**src/rtl/mem_arbiter.sv**
```systemverilog
// Two-requester (I-cache / D-cache) arbiter onto a single fixed-latency line memory.
// Define MEMARB_RR_EN for round-robin tie breaking; otherwise the I-cache always wins ties.
module mem_arbiter #(
   parameter int MEM_LATENCY = 5,
   parameter int ADDR_W      = 32,
   parameter int LINE_W      = 64
) (
   input  logic              clk,
   input  logic              rst,
   input  logic              ic_req_ren,
   input  logic [ADDR_W-1:0] ic_req_addr,
   output logic              ic_full,
   output logic              ic_rec_en,
   output logic [ADDR_W-1:0] ic_rec_addr,
   output logic [LINE_W-1:0] ic_rec_cacheline,
   input  logic              dc_req_ren,
   input  logic              dc_req_wen,
   input  logic [ADDR_W-1:0] dc_req_addr,
   input  logic [LINE_W-1:0] dc_req_wdata,
   output logic              dc_full,
   output logic              dc_rec_en,
   output logic [ADDR_W-1:0] dc_rec_addr,
   output logic [LINE_W-1:0] dc_rec_cacheline,
   output logic              mem_en,
   output logic              mem_we,
   output logic [ADDR_W-1:0] mem_addr,
   output logic [LINE_W-1:0] mem_wdata,
   input  logic [LINE_W-1:0] mem_rdata
);

   typedef enum logic [1:0] {IDLE, ISSUE, WAIT, RESP} state_t;

   localparam logic [3:0] CNT_LOAD = 4'(MEM_LATENCY - 1);

   state_t            state, state_next;
   logic              gnt_dc, gnt_dc_next;
   logic [3:0]        cnt;

   logic              ic_valid;
   logic [ADDR_W-1:0] ic_addr_q;
   logic              dc_valid;
   logic              dc_we_q;
   logic [ADDR_W-1:0] dc_addr_q;
   logic [LINE_W-1:0] dc_wdata_q;

   logic              ic_take, dc_take, ic_pend, dc_pend, pick_dc, done, granted_we;

   assign ic_take    = ic_req_ren & ~ic_valid;
   assign dc_take    = (dc_req_ren | dc_req_wen) & ~dc_valid;
   // A pulse arriving while IDLE is arbitrated in the same cycle it is captured.
   assign ic_pend    = ic_valid | ic_take;
   assign dc_pend    = dc_valid | dc_take;
   assign done       = (state == WAIT) && (cnt == 4'd0);
   assign granted_we = gnt_dc & dc_we_q;

`ifdef MEMARB_RR_EN
   logic last_dc;

   assign pick_dc = dc_pend & (~ic_pend | ~last_dc);

   always_ff @(posedge clk or negedge rst) begin
      if (!rst)
         last_dc <= 1'b1;
      else if (state == IDLE && (ic_pend || dc_pend))
         last_dc <= pick_dc;
   end
`else
   assign pick_dc = dc_pend & ~ic_pend;
`endif

   always_ff @(posedge clk or negedge rst) begin
      if (!rst) begin
         state  <= IDLE;
         gnt_dc <= 1'b0;
      end else begin
         state  <= state_next;
         gnt_dc <= gnt_dc_next;
      end
   end

   always_comb begin
      state_next  = state;
      gnt_dc_next = gnt_dc;
      mem_en      = 1'b0;
      case (state)
         IDLE: begin
            if (ic_pend || dc_pend) begin
               gnt_dc_next = pick_dc;
               state_next  = ISSUE;
            end
         end
         ISSUE: begin
            mem_en     = 1'b1;
            state_next = WAIT;
         end
         WAIT: begin
            if (cnt == 4'd0)
               state_next = granted_we ? IDLE : RESP;
         end
         RESP: state_next = IDLE;
         default: state_next = IDLE;
      endcase
   end

   assign mem_we    = mem_en & granted_we;
   assign mem_addr  = mem_en ? (gnt_dc ? dc_addr_q : ic_addr_q) : '0;
   assign mem_wdata = mem_we ? dc_wdata_q : '0;
   assign ic_rec_en = (state == RESP) && !gnt_dc;
   assign dc_rec_en = (state == RESP) && gnt_dc;
   assign ic_full   = ic_valid;
   assign dc_full   = dc_valid;

   always_ff @(posedge clk or negedge rst) begin
      if (!rst)
         cnt <= 4'd0;
      else if (state == ISSUE)
         cnt <= CNT_LOAD;
      else if (state == WAIT && cnt != 4'd0)
         cnt <= cnt - 4'd1;
   end

   always_ff @(posedge clk or negedge rst) begin
      if (!rst) begin
         ic_valid  <= 1'b0;
         ic_addr_q <= '0;
      end else if (done && !gnt_dc) begin
         ic_valid  <= 1'b0;
      end else if (ic_take) begin
         ic_valid  <= 1'b1;
         ic_addr_q <= ic_req_addr;
      end
   end

   // A simultaneous read and write pulse is recorded as a write-back.
   always_ff @(posedge clk or negedge rst) begin
      if (!rst) begin
         dc_valid   <= 1'b0;
         dc_we_q    <= 1'b0;
         dc_addr_q  <= '0;
         dc_wdata_q <= '0;
      end else if (done && gnt_dc) begin
         dc_valid   <= 1'b0;
      end else if (dc_take) begin
         dc_valid   <= 1'b1;
         dc_we_q    <= dc_req_wen;
         dc_addr_q  <= dc_req_addr;
         dc_wdata_q <= dc_req_wdata;
      end
   end

   // Per-requester fill registers so each side keeps its last line between fills.
   always_ff @(posedge clk or negedge rst) begin
      if (!rst) begin
         ic_rec_addr      <= '0;
         ic_rec_cacheline <= '0;
         dc_rec_addr      <= '0;
         dc_rec_cacheline <= '0;
      end else if (done && !granted_we) begin
         if (gnt_dc) begin
            dc_rec_addr      <= dc_addr_q;
            dc_rec_cacheline <= mem_rdata;
         end else begin
            ic_rec_addr      <= ic_addr_q;
            ic_rec_cacheline <= mem_rdata;
         end
      end
   end

endmodule
```
**config.mk**
```make
export PLATFORM = sky130hd
export DESIGN_NAME = mem_arbiter
export DESIGN_NICKNAME = d
export VERILOG_FILES = /design/src/rtl/mem_arbiter.sv
export SDC_FILE = /design/constraint.sdc
export NUM_CORES = 1
export LEC_CHECK = 0
export ABC_AREA = 1
export CORE_ASPECT_RATIO = 0.9
export CORE_MARGIN = 3
export CORE_UTILIZATION = 42
export CTS_BUF_LIST = sky130_fd_sc_hd__clkbuf_4
export CTS_CLUSTER_SIZE = 14
export DETAILED_ROUTE_END_ITERATION = 8
export GPL_ROUTABILITY_DRIVEN = 0
export PLACE_DENSITY = 0.88
export SYNTH_ARGS = -nofsm -noshare
export SYNTH_HDL_FRONTEND = slang
export SYNTH_SLANG_ARGS = --single-unit
```
**constraint.sdc**
```tcl
create_clock -name clk -period 1.5 [get_ports clk]
set_input_delay 0.225 -clock clk [delete_from_list [all_inputs] [get_ports clk]]
set_output_delay 0.225 -clock clk [all_outputs]
set_load 0.01 [all_outputs]
```
# == Word level (Yosys, flattened, before mapping) ==
# Index checks and enable logic that the tools add are counted.
# totals
wordCells,69
latchBits,0
mem_count,0
ram_bits,0
regBits,330
rom_bits,0
# op_classes
bitwise,14
shift,0
mul,0
div,0
n_addsub,1
order_cmp,0
reduce_logical,22
eq_ne,5
n_mux,14
# op_table
cell,count
$mux 32,2
$mux 64,1
$reduce_and 2->1,6
$mux 4,2
$pmux 2 s4,1
$logic_and 1x1->1,7
$mux 2,3
$not 1->1,6
$reduce_bool 2->1,3
$and 1x1->1,5
$mux 1,5
$eq 2x2->1 const B,2
$logic_not 4->1,1
$ne 2x2->1 const B,2
$reduce_bool 4->1,1
$sub 4x1->4 const B,1
$or 1x1->1,3
$eq 2x1->1 const B,1
$logic_not 1->1,2
$logic_not 2->1,1
$logic_or 1x1->1,1

# == Longest topological paths before layout ==
# logic_depth
word_depth,6
ltp_mapped,9

# == Least setup slack after synthesis ==
# No wires, ideal clock.
# synth_path
path_type,flip-flop to flip-flop
from,register cnt[0]
to,register dc_rec_cacheline[54]
period_less_slack_ps,1605
path_stages_with_launch,10
setup_slack_ps,-105
setup_ps,117
required_time_ps,1383
arrival_ps,1488
cell_sequence,dfrtp_1 > inv_1 > ha_1 > nand2_1 > nor2_1 > nand4_1 > buf_2 > buf_2 > nand2_1 > nand2_1
# synth_between
elab_chain_cells,4
# synth_lines
element,line_no,rtl
"start, declared",37,logic [3:0] cnt;
"start signal, assigned",119,cnt <= cnt - 4'd1;
$logic_not 4->1,53,assign done = (state == WAIT) && (cnt == 4'd0);
$logic_and 1x1->1,53,
$logic_and 1x1->1,158,end else if (done && !granted_we) begin
$reduce_and 2->1 (no source line),--,
"end signal, assigned",161,dc_rec_cacheline <= mem_rdata;
"end, declared",23,"output logic [LINE_W-1:0] dc_rec_cacheline,"
# Every way passes these cells.
# A chain may end at the register's enable or synchronous reset.

# == Worst setup path in the final report ==
# layout_path
from,register gnt_dc
to,output port mem_wdata[25]
# layout_between
elab_chain_cells,3
# layout_lines
element,line_no,rtl
"start, declared",36,"logic gnt_dc, gnt_dc_next;"
"start signal, assigned",77,gnt_dc <= gnt_dc_next;
$and 1x1->1,54,assign granted_we = gnt_dc & dc_we_q;
$and 1x1->1,105,assign mem_we = mem_en & granted_we;
$mux 64,107,assign mem_wdata = mem_we ? dc_wdata_q : '0;
"end, declared",27,"output logic [LINE_W-1:0] mem_wdata,"
# Every way passes these cells.

==> results.txt <==
Crit path kind = flip-flop to output pin
Net Count, Synth = 1870
Largest net degree at the start of global routing = 63
TritonCTS clock tree = yes
Worst-path clk slew = 80 ps
Top sig layer = met5
Pint = 26.8 mW
Period Utilization, post-route = 149%
DRC = 0
WL met1 = 20200 um
Met3 routed WL = 6710 um
Clk sink count = 330
First-pass GRT wire length = 79800 um
Total wire length = 58200 um
Min-delay src = dc_req_wdata[28]
Worst Setup Slack, final = -729 ps
Critical path arrival = 2000 ps
Placed inst area = 20000 sq um
Post-detail-place hpwl = 36100 um
Wire per inst = 20.6 um
Site Rows = 62
Yosys warns = 0
Routed vias/inst = 5.52
Root Driver = clkbuf_4
Final Instance Count excl. Fillers = 2824
Die area = 35700 sq um
Outcome = finished with violations
Final Max Slew Viols = 0
Worst Hold Class = primary input to flip-flop
Port bufs = 490
# Max-Cap Violations = 0
Vias in the first global route = 14700
Cell area after synthesis = 14100 sq um
GRT overflow = 0
Initial antenna violation count = 5
Area Overhead vs Synth = 56.9%
Critical path origin = gnt_dc$_DFFE_PN0P_
Clk_skew = 33.1 ps
Tot GR Track Use = 28.0%
Pwr Total = 45.7 mW
Clk_lat worst skew = 700 ps
Detailed-route via count = 15600
Fin crit period = 2230 ps
Initial drt markers = 1320
Post-Place Cells = 2540
Failing checks = setup timing
Detailed Routing Iterations Pass 1 = 7
Peak VDD IR = 0.000945 V
Switching Power = 19.0 mW
Nets = 2548
Initial Util = 43.4%
Sequential Power Share = 36.2%
PwrDens = 2070 nW/um^2
Most frequent cells in the layout = 621 x nand2_1, 329 x dfrtp_1, 195 x clkdlybuf4s50_1
Finished Core Util = 68.0%
Crit-path max FO = 7
Share of layout cells above drive strength 1 = 31.5%
Final Hold Vio Count = 0
Sum Neg Setup Slack = -129180 ps
CTS buffer count = 88
Die width = 199 um
CP Launch Type = flip-flop
Slew HR = 60.6%
Syn avg cell area = 8.41 sq um
Post-synthesis sequential area ratio = 58.7%
R2R Path Start = state[1]$_DFFE_PN0P_
Least-Margin Pin Slew = 591 ps
I/O Pins = 491
Worst Setup End Kind = output pin
H-tree depth = 3
Final setup violating endpoints = 432
RSZ-0062 raised after global routing = yes
Static Leak = 11.6 nW
Detail Route met2 WL = 28200 um
Synth Instances = 1672
CTS Buffer Depth = 3
WP data required = 1270 ps
Most common cell after layout, fill and taps aside = nand2_1
Fillers = 2274
Clock power frac = 16.8%
Core Region = 32400 sq um
Net Sw Frac = 41.4%
Finished Cell Area = 22100 sq um
Detail Route Antenna Nets = 0
Netlist cell types = 25
Comb pwr share = 47.0%
Fmax = 449 MHz
Number of synthesized register bits = 330
Chip Height = 180 um
[worst paths after layout]
| path | to | cells past startpoint | slack (ps) |
|---|---|---|---|
| min in group asynchronous | ic_rec_cacheline[48]$_DFFE_PN0P_ | 3 | 610 |
| max in group asynchronous | ic_rec_addr[11]$_DFFE_PN0P_ | 4 | 220 |
| hold reg to reg | dc_rec_cacheline[15]$_DFFE_PN0P_ | 2 | 470 |
| hold / removal | dc_wdata_q[28]$_DFFE_PN0P_ | 3 | 70 |
| setup / recovery | mem_wdata[25] | 7 | -730 |
| setup reg to reg | dc_addr_q[6]$_DFFE_PN0P_ | 10 | -370 |
[critical path, stage by stage (launching register included)]
cell	delay, ps
dfrtp_4	490
nand2_4	70
nor2_4	130
buf_12	140
inv_12	60
clkbuf_16	170
nor2_2	90
buf_2	140
[power groups by stage]
stage / Clock [mW] / Combinational (mW) / Sequential [mW]
after floorplan: 0 / 7.04 / 16.7
final: 7.68 / 21.5 / 16.5
after detailed placement: 0 / 18.9 / 16.1
after global placement: 0 / 18.2 / 15.9
after global routing: 8.30 / 23.1 / 16.8
after CTS: 7.72 / 19.1 / 16.1
[logic make-up (layout without fill, tap and decap cells)]
family / count (synthesis) / count (layout) / share of synthesized area (%)
and+or+nand+nor: 1002 / 1002 / 30.6
AOI/OAI and AO/OA: 102 / 102 / 3.70
DFF: 330 / 330 / 58.7
adders and majority gates: 1 / 1 / 0.0889
buffers and inverters: 237 / 969 / 6.89
other: 0 / 4 / 0
[Yosys cell counts]
master	number	area [sq um]
nor2_4	2	22.5
ha_1	1	12.5
inv_2	3	11.3
nand4_4	1	21.3
buf_4	7	52.6
nand2_1	628	2360
inv_1	110	413
nor2_2	1	6.26
a21oi_1	32	160
nand3_1	198	991
a21boi_0	1	7.51
nand4_2	1	12.5
nor3_1	2	10.0
nor2_1	70	263
clkbuf_1	69	259
nand4_1	97	607
a31oi_1	1	6.26
dfrtp_1	330	8260
nand3b_1	1	7.51
buf_1	5	18.8
a21oi_2	1	8.76
o21ai_0	66	330
nand2_2	1	6.26
o211ai_1	1	7.51
buf_2	43	215
[per-layer routing]
metal / GRT usage [%] / vias up
met4: 13.4 / 2
met5: 0 / -
met1: 33.4 / 7385
met2: 46.2 / 1167
li1: - / 6771
met3: 8.87 / 252
[state kept, by name (all words and copies together) (netlist names)]
signal            count
dc_wdata_q           64
state                 2
dc_rec_addr          32
dc_full               1
ic_rec_cacheline     64
dc_we_q               1
dc_addr_q            32
gnt_dc                1
ic_addr_q            32
cnt                   4
ic_rec_addr          32
dc_rec_cacheline     64
ic_full               1
[what timing repair did]
item | 4_1_cts | 5_1_grt
endpoints found under the hold margin | 331 | 0
buffers inserted | 2 | 107
pin swaps | 1 | 11
hold buffers | 3 | 0
gates resized for setup | 361 | 846
endpoints found under the setup margin | 612 | 622
gates cloned | 4 | 21
[final cells by class]
| type | instances | area [sq um] | share of cell area, % |
|---|---|---|---|
| sequential | 330 | 8260 | 37.4 |
| timing repair buffer | 711 | 6500 | 29.5 |
| multi-input combinational | 1105 | 5270 | 23.9 |
| clock buffer | 119 | 893 | 4.05 |
| tap | 416 | 520 | 2.36 |
| inverter | 113 | 463 | 2.10 |
| clock inverter | 25 | 134 | 0.607 |
| antenna | 4 | 10.0 | 0.0454 |
| timing repair inverter | 1 | 8.76 | 0.0397 |
[per-stage QoR]
stage	setup slack, ps	hold slack (ps)
final	-729	65.7
after global routing	-818	17.1
after CTS	-860	4.38
after detailed placement	-459	175
after global placement	-414	172
after floorplan	-4.93	-70.6
Note: power is estimated with default switching activity, not from simulation.
